--- config.mk ---
export PLATFORM = sky130hd
export DESIGN_NAME = led_display_row_driver
export DESIGN_NICKNAME = d
export VERILOG_FILES = /design/src/rtl/led_display_package.sv /design/src/rtl/led_display_sclk_gen.sv /design/src/rtl/led_display_row_driver.sv
export SDC_FILE = /design/constraint.sdc
export NUM_CORES = 1
export LEC_CHECK = 0
export ABC_CLOCK_PERIOD_IN_PS = 2900
export BUFFER_PORTS_ARGS = -buffer_cell sky130_fd_sc_hd__buf_2
export CORE_UTILIZATION = 35
export DETAILED_ROUTE_END_ITERATION = 8
export GPL_TIMING_DRIVEN = 1
export PLACE_DENSITY_LB_ADDON = 0.05
export SLEW_MARGIN = 40
export SYNTH_ARGS = -nofsm -noshare
export SYNTH_HDL_FRONTEND = slang
export SYNTH_HIERARCHICAL = 1
export SYNTH_SLANG_ARGS = --single-unit
--- constraint.sdc ---
create_clock -name clk_in -period 2.9 [get_ports clk_in]
set_input_delay 0.145 -clock clk_in [delete_from_list [all_inputs] [get_ports clk_in]]
set_output_delay 0.145 -clock clk_in [all_outputs]
set_load 0.01 [all_outputs]
--- src/rtl/led_display_package.sv ---
`default_nettype none
// ============================================================================
// Module      : led_display_package
// Description : Shared types and constants for the HUB75 LED row driver.
//               A row carries 64 pixels of 6 bits each, ordered
//               {r0,g0,b0,r1,g1,b1}, with pixel 0 in the most significant
//               bits. The top half-panel takes {r0,g0,b0} and the bottom
//               half-panel takes {r1,g1,b1}.
// Revision    : 1.0 - initial release
// ============================================================================
package led_display_package;

    localparam int GL_PANEL_W   = 64;
    localparam int GL_PIXEL_W   = 6;
    localparam int GL_RGB_ROW_W = GL_PANEL_W * GL_PIXEL_W;

    typedef logic [GL_RGB_ROW_W-1:0] rgb_row_t;
    typedef logic [GL_PIXEL_W-1:0]   pixel_t;

    typedef enum logic [2:0] {
        SS_IDLE    = 3'd0,
        SS_SHIFT   = 3'd1,
        SS_BLANK   = 3'd2,
        SS_LATCH   = 3'd3,
        SS_DISPLAY = 3'd4
    } state_t;

    // Colour bits for the top half-panel.
    function automatic logic [2:0] pixel_top(input pixel_t px);
        return px[5:3];
    endfunction

    // Colour bits for the bottom half-panel.
    function automatic logic [2:0] pixel_bot(input pixel_t px);
        return px[2:0];
    endfunction

endpackage
`default_nettype wire

--- src/rtl/led_display_sclk_gen.sv ---
`default_nettype none
// ============================================================================
// Module      : led_display_sclk_gen
// Description : HUB75 shift-clock divider and pixel strobe. While enabled,
//               each pixel spends CLK_DIV cycles with sclk low followed by
//               CLK_DIV cycles with sclk high. All counters sit at zero while
//               disabled, so the first enabled cycle is the start of the low
//               phase of pixel 0.
// Ports       : clk_in         - clock
//               n_reset_in     - asynchronous active-low reset
//               i_enable       - high while the row is being shifted out
//               o_sclk         - shift clock, low whenever disabled
//               o_pixel_done   - last cycle of the current pixel
//               o_row_done     - last cycle of pixel 63
// Revision    : 1.0 - initial release
// ============================================================================
module led_display_sclk_gen
    import led_display_package::*;
#(
    parameter int CLK_DIV = 2
) (
    input  logic clk_in,
    input  logic n_reset_in,
    input  logic i_enable,
    output logic o_sclk,
    output logic o_pixel_done,
    output logic o_row_done
);

    // The divider needs to count up to 254 at most (CLK_DIV <= 255).
    localparam logic [7:0] c_DIV_LAST = 8'(CLK_DIV - 1);
    localparam logic [5:0] c_PIX_LAST = 6'(GL_PANEL_W - 1);

    logic [7:0] r_div;
    logic       r_phase;   // 0 = sclk low phase, 1 = sclk high phase
    logic [5:0] r_pix;
    logic       w_div_last;

    assign w_div_last = (r_div == c_DIV_LAST);

    always_ff @(posedge clk_in or negedge n_reset_in) begin
        if (!n_reset_in) begin
            r_div   <= 8'd0;
            r_phase <= 1'b0;
            r_pix   <= 6'd0;
        end else if (!i_enable) begin
            r_div   <= 8'd0;
            r_phase <= 1'b0;
            r_pix   <= 6'd0;
        end else if (w_div_last) begin
            r_div   <= 8'd0;
            r_phase <= ~r_phase;
            // Pixel index advances (and wraps 63 -> 0) at the end of the high phase.
            if (r_phase) begin
                r_pix <= r_pix + 6'd1;
            end
        end else begin
            r_div <= r_div + 8'd1;
        end
    end

    assign o_sclk       = r_phase & i_enable;
    assign o_pixel_done = i_enable & r_phase & w_div_last;
    assign o_row_done   = o_pixel_done & (r_pix == c_PIX_LAST);

endmodule
`default_nettype wire

--- src/rtl/led_display_row_driver.sv ---
`default_nettype none
// ============================================================================
// Module      : led_display_row_driver
// Description : Drives one row of a HUB75 LED panel. A captured 384-bit row
//               is shifted out pixel by pixel (SS_SHIFT), the panel is
//               blanked (SS_BLANK), the row is latched and addressed
//               (SS_LATCH), then lit for OE_CYCLES cycles (SS_DISPLAY).
//               Build option: define LED_DISPLAY_ROW_DRIVER_DBUF_EN to add a
//               shadow row register so the next row can be accepted while the
//               current one is being shifted/displayed.
// Ports       : clk_in          - clock
//               n_reset_in      - asynchronous active-low reset
//               row_in          - row pixel data
//               row_valid_in    - one-cycle pulse qualifying row_in/address
//               row_address_in  - panel row index of row_in
//               row_ready_out   - driver can accept a row
//               rgb_top_out     - {r,g,b} for the top half-panel
//               rgb_bot_out     - {r,g,b} for the bottom half-panel
//               sclk_out        - HUB75 shift clock
//               latch_out       - HUB75 latch
//               n_oe_out        - HUB75 output enable, active low
//               addr_out        - HUB75 row address
// Revision    : 1.0 - initial release
// ============================================================================
module led_display_row_driver
    import led_display_package::*;
#(
    parameter int CLK_DIV      = 2,
    parameter int BLANK_CYCLES = 4,
    parameter int OE_CYCLES    = 256
) (
    input  logic       clk_in,
    input  logic       n_reset_in,
    input  rgb_row_t   row_in,
    input  logic       row_valid_in,
    input  logic [3:0] row_address_in,
    output logic       row_ready_out,
    output logic [2:0] rgb_top_out,
    output logic [2:0] rgb_bot_out,
    output logic       sclk_out,
    output logic       latch_out,
    output logic       n_oe_out,
    output logic [3:0] addr_out
);

    // One counter serves both timed states; size it for the longer of the two.
    localparam int c_CNT_MAX = (BLANK_CYCLES > OE_CYCLES) ? BLANK_CYCLES : OE_CYCLES;
    localparam int c_CNT_W   = $clog2(c_CNT_MAX + 1);
    localparam logic [c_CNT_W-1:0] c_BLANK_LAST = c_CNT_W'(BLANK_CYCLES - 1);
    localparam logic [c_CNT_W-1:0] c_OE_LAST    = c_CNT_W'(OE_CYCLES - 1);
    localparam logic [c_CNT_W-1:0] c_CNT_ONE    = c_CNT_W'(1);

    state_t             r_state;
    state_t             w_next_state;
    rgb_row_t           r_shift;
    logic [3:0]         r_row_addr;
    logic [3:0]         r_addr;
    logic [c_CNT_W-1:0] r_cnt;

    logic       w_ready;
    logic       w_start;
    logic       w_load;
    rgb_row_t   w_load_row;
    logic [3:0] w_load_addr;
    logic       w_sclk_en;
    logic       w_latch;
    logic       w_n_oe;
    logic       w_sclk;
    logic       w_pixel_done;
    logic       w_row_done;
    logic       w_shifting;

    // ------------------------------------------------------------------
    // Row intake
    // ------------------------------------------------------------------
`ifdef LED_DISPLAY_ROW_DRIVER_DBUF_EN
    rgb_row_t   r_shadow;
    logic [3:0] r_shadow_addr;
    logic       r_shadow_full;
    logic       w_capture;

    assign w_ready     = ~r_shadow_full;
    assign w_capture   = row_valid_in & row_ready_out;
    assign w_start     = r_shadow_full;
    assign w_load_row  = r_shadow;
    assign w_load_addr = r_shadow_addr;

    always_ff @(posedge clk_in or negedge n_reset_in) begin
        if (!n_reset_in) begin
            r_shadow      <= '0;
            r_shadow_addr <= 4'd0;
            r_shadow_full <= 1'b0;
        end else begin
            if (w_capture) begin
                r_shadow      <= row_in;
                r_shadow_addr <= row_address_in;
            end
            // A capture in the same cycle as a move refills the shadow.
            if (w_capture) begin
                r_shadow_full <= 1'b1;
            end else if (w_load) begin
                r_shadow_full <= 1'b0;
            end
        end
    end
`else
    assign w_ready     = (r_state == SS_IDLE);
    assign w_start     = row_valid_in & w_ready;
    assign w_load_row  = row_in;
    assign w_load_addr = row_address_in;
`endif

    // Gated by the reset pin so ready reads low during reset yet is high in
    // the very first cycle after release.
    assign row_ready_out = w_ready & n_reset_in;

    // ------------------------------------------------------------------
    // State machine
    // ------------------------------------------------------------------
    always_ff @(posedge clk_in or negedge n_reset_in) begin
        if (!n_reset_in) begin
            r_state <= SS_IDLE;
        end else begin
            r_state <= w_next_state;
        end
    end

    always_comb begin
        w_next_state = r_state;
        w_load       = 1'b0;
        w_sclk_en    = 1'b0;
        w_latch      = 1'b0;
        w_n_oe       = 1'b1;
        case (r_state)
            SS_IDLE: begin
                if (w_start) begin
                    w_load       = 1'b1;
                    w_next_state = SS_SHIFT;
                end
            end
            SS_SHIFT: begin
                w_sclk_en = 1'b1;
                if (w_row_done) begin
                    w_next_state = SS_BLANK;
                end
            end
            SS_BLANK: begin
                if (r_cnt == c_BLANK_LAST) begin
                    w_next_state = SS_LATCH;
                end
            end
            SS_LATCH: begin
                w_latch      = 1'b1;
                w_next_state = SS_DISPLAY;
            end
            SS_DISPLAY: begin
                w_n_oe = 1'b0;
                if (r_cnt == c_OE_LAST) begin
                    w_next_state = SS_IDLE;
                end
            end
            default: begin
                w_next_state = SS_IDLE;
            end
        endcase
    end

    // Cycle counter for SS_BLANK and SS_DISPLAY: zero on entry to each state
    // and held at zero elsewhere, so it never exceeds the longer duration.
    always_ff @(posedge clk_in or negedge n_reset_in) begin
        if (!n_reset_in) begin
            r_cnt <= '0;
        end else if ((w_next_state != r_state) ||
                     ((r_state != SS_BLANK) && (r_state != SS_DISPLAY))) begin
            r_cnt <= '0;
        end else begin
            r_cnt <= r_cnt + c_CNT_ONE;
        end
    end

    // ------------------------------------------------------------------
    // Shift clock generation
    // ------------------------------------------------------------------
    led_display_sclk_gen #(
        .CLK_DIV (CLK_DIV)
    ) u_sclk_gen (
        .clk_in       (clk_in),
        .n_reset_in   (n_reset_in),
        .i_enable     (w_sclk_en),
        .o_sclk       (w_sclk),
        .o_pixel_done (w_pixel_done),
        .o_row_done   (w_row_done)
    );

    // ------------------------------------------------------------------
    // Pixel shift buffer and row address
    // ------------------------------------------------------------------
    // The current pixel always sits in the top bits; shifting by one pixel
    // at the end of each high phase makes rgb change only at the start of
    // the following low phase.
    always_ff @(posedge clk_in or negedge n_reset_in) begin
        if (!n_reset_in) begin
            r_shift    <= '0;
            r_row_addr <= 4'd0;
            r_addr     <= 4'd0;
        end else begin
            if (w_load) begin
                r_shift    <= w_load_row;
                r_row_addr <= w_load_addr;
            end else if (w_pixel_done) begin
                r_shift <= {r_shift[GL_RGB_ROW_W-GL_PIXEL_W-1:0], {GL_PIXEL_W{1'b0}}};
            end
            // Address changes on the edge into SS_LATCH so it is valid with
            // the latch pulse and held until the next latch.
            if ((r_state == SS_BLANK) && (w_next_state == SS_LATCH)) begin
                r_addr <= r_row_addr;
            end
        end
    end

    // ------------------------------------------------------------------
    // Outputs
    // ------------------------------------------------------------------
    assign w_shifting  = (r_state == SS_SHIFT);
    assign rgb_top_out = w_shifting ? pixel_top(r_shift[GL_RGB_ROW_W-1 -: GL_PIXEL_W]) : 3'b000;
    assign rgb_bot_out = w_shifting ? pixel_bot(r_shift[GL_RGB_ROW_W-1 -: GL_PIXEL_W]) : 3'b000;
    assign sclk_out    = w_sclk;
    assign latch_out   = w_latch;
    assign n_oe_out    = w_n_oe;
    assign addr_out    = r_addr;

endmodule
`default_nettype wire

After elaboration in Yosys (flattened, before gate mapping)
Cells that the tools add are included.

operators by class
  add/sub/neg operators = 3
  multiply operators = 0
  divide/modulo/power cells = 0
  magnitude comparators = 0
  equal/unequal tests = 14
  shifts and indexed selects = 0
  muxes and demuxes = 22
  bitwise gates (word level) = 6
  reduce and logical (&&, ||, !) cells = 6

operators by type and width
  cell                                                   number
  two-way mux 384 bit                                    2
  two-way mux 3 bit                                      6
  two-way mux 6 bit                                      3
  two-way mux 8 bit                                      2
  one-hot mux 3 bit (5 select lines)                     1
  adder 9 x 1 -> 9 bit, second input constant            1
  == test 3 x 2 -> 1 bit, second input constant          3
  == test 9 x 2 -> 1 bit, second input constant          1
  == test 9 x 8 -> 1 bit, second input constant          1
  two-way mux 9 bit                                      1
  adder 8 x 1 -> 8 bit, second input constant            1
  == test 8 x 1 -> 1 bit, second input constant          1
  two-way mux 1 bit                                      7
  adder 6 x 1 -> 6 bit, second input constant            1
  == test 6 bit, second input constant                   1
  bitwise AND 1 bit                                      5
  inequality test 2 bit, second input constant           2
  == test 3 x 1 -> 1 bit, second input constant          1
  == test 3 bit, second input constant                   1
  zero test 3 bit                                        1
  inequality test 3 x 2 -> 1 bit, second input constant  1
  inequality test 3 bit                                  1
  inequality test 3 bit, second input constant           1
  logical AND 1 bit                                      2
  4 further kinds                                        4

storage, ports and cells
  register bits after elaboration = 419
  latch bits = 0
  RAM bits = 0
  memory bits (read-only) = 0
  bits of input ports = 391
  memories kept = 0

Longest topological paths before layout
  depth after elaboration = 10
  depth in mapped cells = 10

By module
Netlist, hierarchy kept.

by module, submodules not included
  module                  times used  cells an instance  area each (um^2)  sequential area each (um^2)
  led_display_row_driver  1           1,753              18,425.2          10,109.7
  led_display_sclk_gen    1           84                 785.8             375.4

Worst setup path before layout
Ideal clock, no wire load.

  path type = reg2reg
  start point = register u_sclk_gen.r_div[1]
  end point = register r_shift[298]
  setup time = 0.133 ns
  data arrival time = 2.482 ns
  data required time = 2.767 ns
  setup slack = 0.285 ns
  cell stages (with the launch flop) = 11
  path buffers = 4
  period minus slack after synthesis = 2.615 ns
  cell sequence = dfrtp_1 inv_1 ha_1 or4b_4 buf_2 nor3_1 buf_2 buf_2 buf_1 mux2i_1 o21ai_0

on the way
  longest elaborated chain between the ends = 3

RTL lines
  element                       RTL line                       source
  from (decl)                   led_display_sclk_gen.sv:34     logic [7:0] r_div;
  from (signal assigned)        led_display_sclk_gen.sv:58     r_div <= r_div + 8'd1;
  == test 8 x 1 -> 1 bit        led_display_sclk_gen.sv:39     assign w_div_last = (r_div == c_DIV_LAST);
  bitwise AND 1 bit             led_display_sclk_gen.sv:63     assign o_pixel_done = i_enable & r_phase & w_div_last;
  net w_pixel_done              led_display_row_driver.sv:69   logic w_pixel_done;
  nonzero test 2 bit (no line)  --
  to (signal assigned)          led_display_row_driver.sv:208  r_shift <= w_load_row;
  to (signal assigned)          led_display_row_driver.sv:211  r_shift <= {r_shift[GL_RGB_ROW_W-GL_PIXEL_W-1:0], {GL_PIXEL_W{1'b0}}};
  to (decl)                     led_display_row_driver.sv:55   rgb_row_t r_shift;

The timed path passes the listed nets, and every way through them passes these cells.
A chain may end at the register's enable or synchronous reset.

Final worst setup path
  start point = register u_sclk_gen.r_div[1]
  end point = register r_shift[291]

The elaborated chain is that of the path after synthesis.

==> qor.yml <==
worst_setup_path:
  startpoint_type: "flop"
  r2r-start: "u_sclk_gen/r_div[1]"
  r2r_cells: 9
  crit_required_ps: 3320
  critPathLaunch: "u_sclk_gen/r_div[1]"
  worstPathArrival_ps: 2980
  endpoint_kind: "flop"
  cp_max_fo: 23
  crit_type: "flop to flop"
  rr_endpoint: "r_shift[291]"
  reg2reg_slack_ps: 340
sta:
  hold_violations: 0
  finalCritPeriodShare: 0.883
  hold_ws_ps: 89.5
  finalMaxSlewViolations: 0
  min_period_ps: 2560
  relSlewSlack: 0.524
  finalSetupViolCount: 0
  fmax_ghz: 0.391
  fin_skew_ps: 11.8
  rsz0062_at_grt: "false"
  final.setup.tns_ps: 0
  tightest_slew_ps: 713
min_path:
  hp-class: "input pin to asynchronous set/reset pin"
grt:
  grt_first_pass_wirelength_um: 90100
  grt_pass1_vias: 16900
  grt_max_degree: 132
  antenna_found_initial: 14
  grtUsageTotal: 0.200
  grt_overflow: 0
finish:
  final_area_um2: 27500
  final_common_cell: "dfrtp_1"
  final_cells: 3325
  final_net_count: 2980
  final_cell_mix: "419 x dfrtp_1, 403 x buf_2, 391 x nand2_1"
  drive_gt1_frac: 0.204
  area_growth_pct: 43.2
  fillers: 5002
cts:
  cts_resized: 0
  insertion_delay_ps: 570
  root_buffer: "clkbuf_16"
  clock_sinks: 419
  clkTransAtPathRegs_ps: 60
  cts_tree: "built"
  hold_buffers: 390
  postCtsSetupRepairBufs: 0
  clk_path_buf_depth: 3
  cts_buffers: 48
  cts_max_level: 2
synthesis:
  ys_ff_latch: 419
  yosysTopAreaCellShare: 0.546
  synth_top_area_cell: "dfrtp_1"
  synth_edf_count: 0
  netlist_area_um2: 19200
  yosysSeqAreaShare: 0.546
  synth_area_leaders: "dfrtp_1 55%, mux2i_1 20%, o21ai_0 7.7%"
  synth_flop_cell: "dfrtp_1"
  synthesis.nets: 2233
  synthCells: 1837
  synth.avg_cell_area_um2: 10.5
  synth_cell_types: 41
  yosysWarnings: 6
  synth-async-reset-ratio: 1.00
detailed_routing:
  drt-met1-wl_um: 25300
  ant_nets: 0
  drc: 0
  routed_wl_um: 56100
  viasPerCell: 4.78
  dr.max_layer_used: "met5"
  route.met3.wl_um: 2710
  drt_iter0_drc: 845
  first_pass_iters: 4
  wl_met2_um: 26100
  wl_per_cell_um: 16.9
  via_count: 15900
floorplan:
  num_io_pins: 405
  start_util: 0.356
  dieArea_um2: 55800
  fp.dieW_um: 236
  dieHeight_um: 236
  fp.coreArea_um2: 54000
  row_count: 85
placed_design:
  dp.cells: 2840
  port_buffers: 404
  postPlaceCellArea_um2: 22000
  hpwl_um: 36000
  place_congestion: 0.766
status:
  status: "complete, no violations"
flow_run:
  maxCapViolCount: 0
power_and_ir_drop:
  cellLeakagePower_nw: 11.0
  power_w: 0.0204
  power.density_nw_per_um2: 740
  vdd_ir_drop_max_mv: 0.465
-- cell families (layout without fill, tap and decap cells) --
kind of cell               count (synthesis)  count (layout)  share of synthesized area
other                                      0               9                          0
muxes                                    389             389                      0.203
buffers and inverters                    145             928                     0.0370
xor gates and xnor gates                   6               6                    0.00274
DFF                                      419             419                      0.546
AOI/OAI and AO/OA                        412             412                      0.109
and+or+nand+nor                          461             461                     0.0995
adders and majority gates                  5               5                    0.00326
-- registers in the layout, indices dropped and copies added, names as in the netlist --
signal / flops
r_shift: 384
r_state: 3
u_sclk_gen/r_phase: 1
r_row_addr: 4
addr_out: 4
u_sclk_gen/r_div: 8
r_cnt: 9
u_sclk_gen/r_pix: 6
-- metal layers --
metal | GRT usage | vias up
met2 | 0.322 | 362
met3 | 0.0404 | 129
li1 | - | 7854
met4 | 0.0795 | 10
met1 | 0.263 | 7531
met5 | 0 | -
-- metrics by stage --
step	util	setup slack, ps
after floorplan	-	285
after global placement	0.408	391
after detailed placement	0.408	359
after CTS	0.509	343
after global routing	0.509	143
final	0.509	339
-- Yosys cell counts, types with 2 or more instances --
library cell / number
mux2_2: 9
ha_1: 5
and3_1: 6
clkbuf_2: 6
o21bai_1: 2
a211oi_1: 3
nor3_1: 7
dfrtp_1: 419
o21ai_1: 99
or3_1: 10
buf_4: 24
a21oi_1: 9
nor2_1: 9
nand3_1: 10
clkbuf_4: 2
xor2_1: 4
nand2_1: 391
and2_1: 3
nor3b_1: 2
nor2b_1: 2
or4_1: 3
buf_2: 31
inv_1: 9
xnor2_1: 2
buf_6: 3
o21ai_0: 295
mux2i_1: 380
nand4_1: 3
o31ai_1: 3
nand2b_1: 7
buf_1: 2
clkbuf_1: 68
-- where the power goes --
group          switching, W  internal (W)
clock network       0.00244       0.00357
logic               0.00184       0.00229
registers           0.00169       0.00853
total               0.00598        0.0144
-- cell type report --
cell class / count / area (µm²) / share of cell area
antenna: 9 / 22.5 / 0.000819
clock buffer: 70 / 1430 / 0.0518
clock inverter: 16 / 134 / 0.00487
inverter: 9 / 33.8 / 0.00123
multi-input combinational: 1273 / 8020 / 0.292
sequential: 419 / 10500 / 0.381
tap: 696 / 871 / 0.0317
timing repair buffer: 833 / 6520 / 0.237
-- worst max-delay path: stages, from the launching register on --
cell,delay (ps)
dfrtp_1,420
inv_1,70
ha_1,120
or4b_4,550
nor3_2,280
buf_12,210
buf_12,210
buf_12,230
mux2i_1,190
o21ai_0,110
-- how the worst max path moves through the flow --
stage,to,cells past startpoint,slack [ps]
6_report,r_shift[291],9,340
2_1_floorplan,r_shift[298],10,280
5_1_grt,r_shift[330],9,140
3_3_place_gp,r_shift[298],9,390
4_1_cts,r_shift[299],9,340
3_5_place_dp,r_shift[287],9,360
No activity file was read; power rests on OpenSTA's default activity.
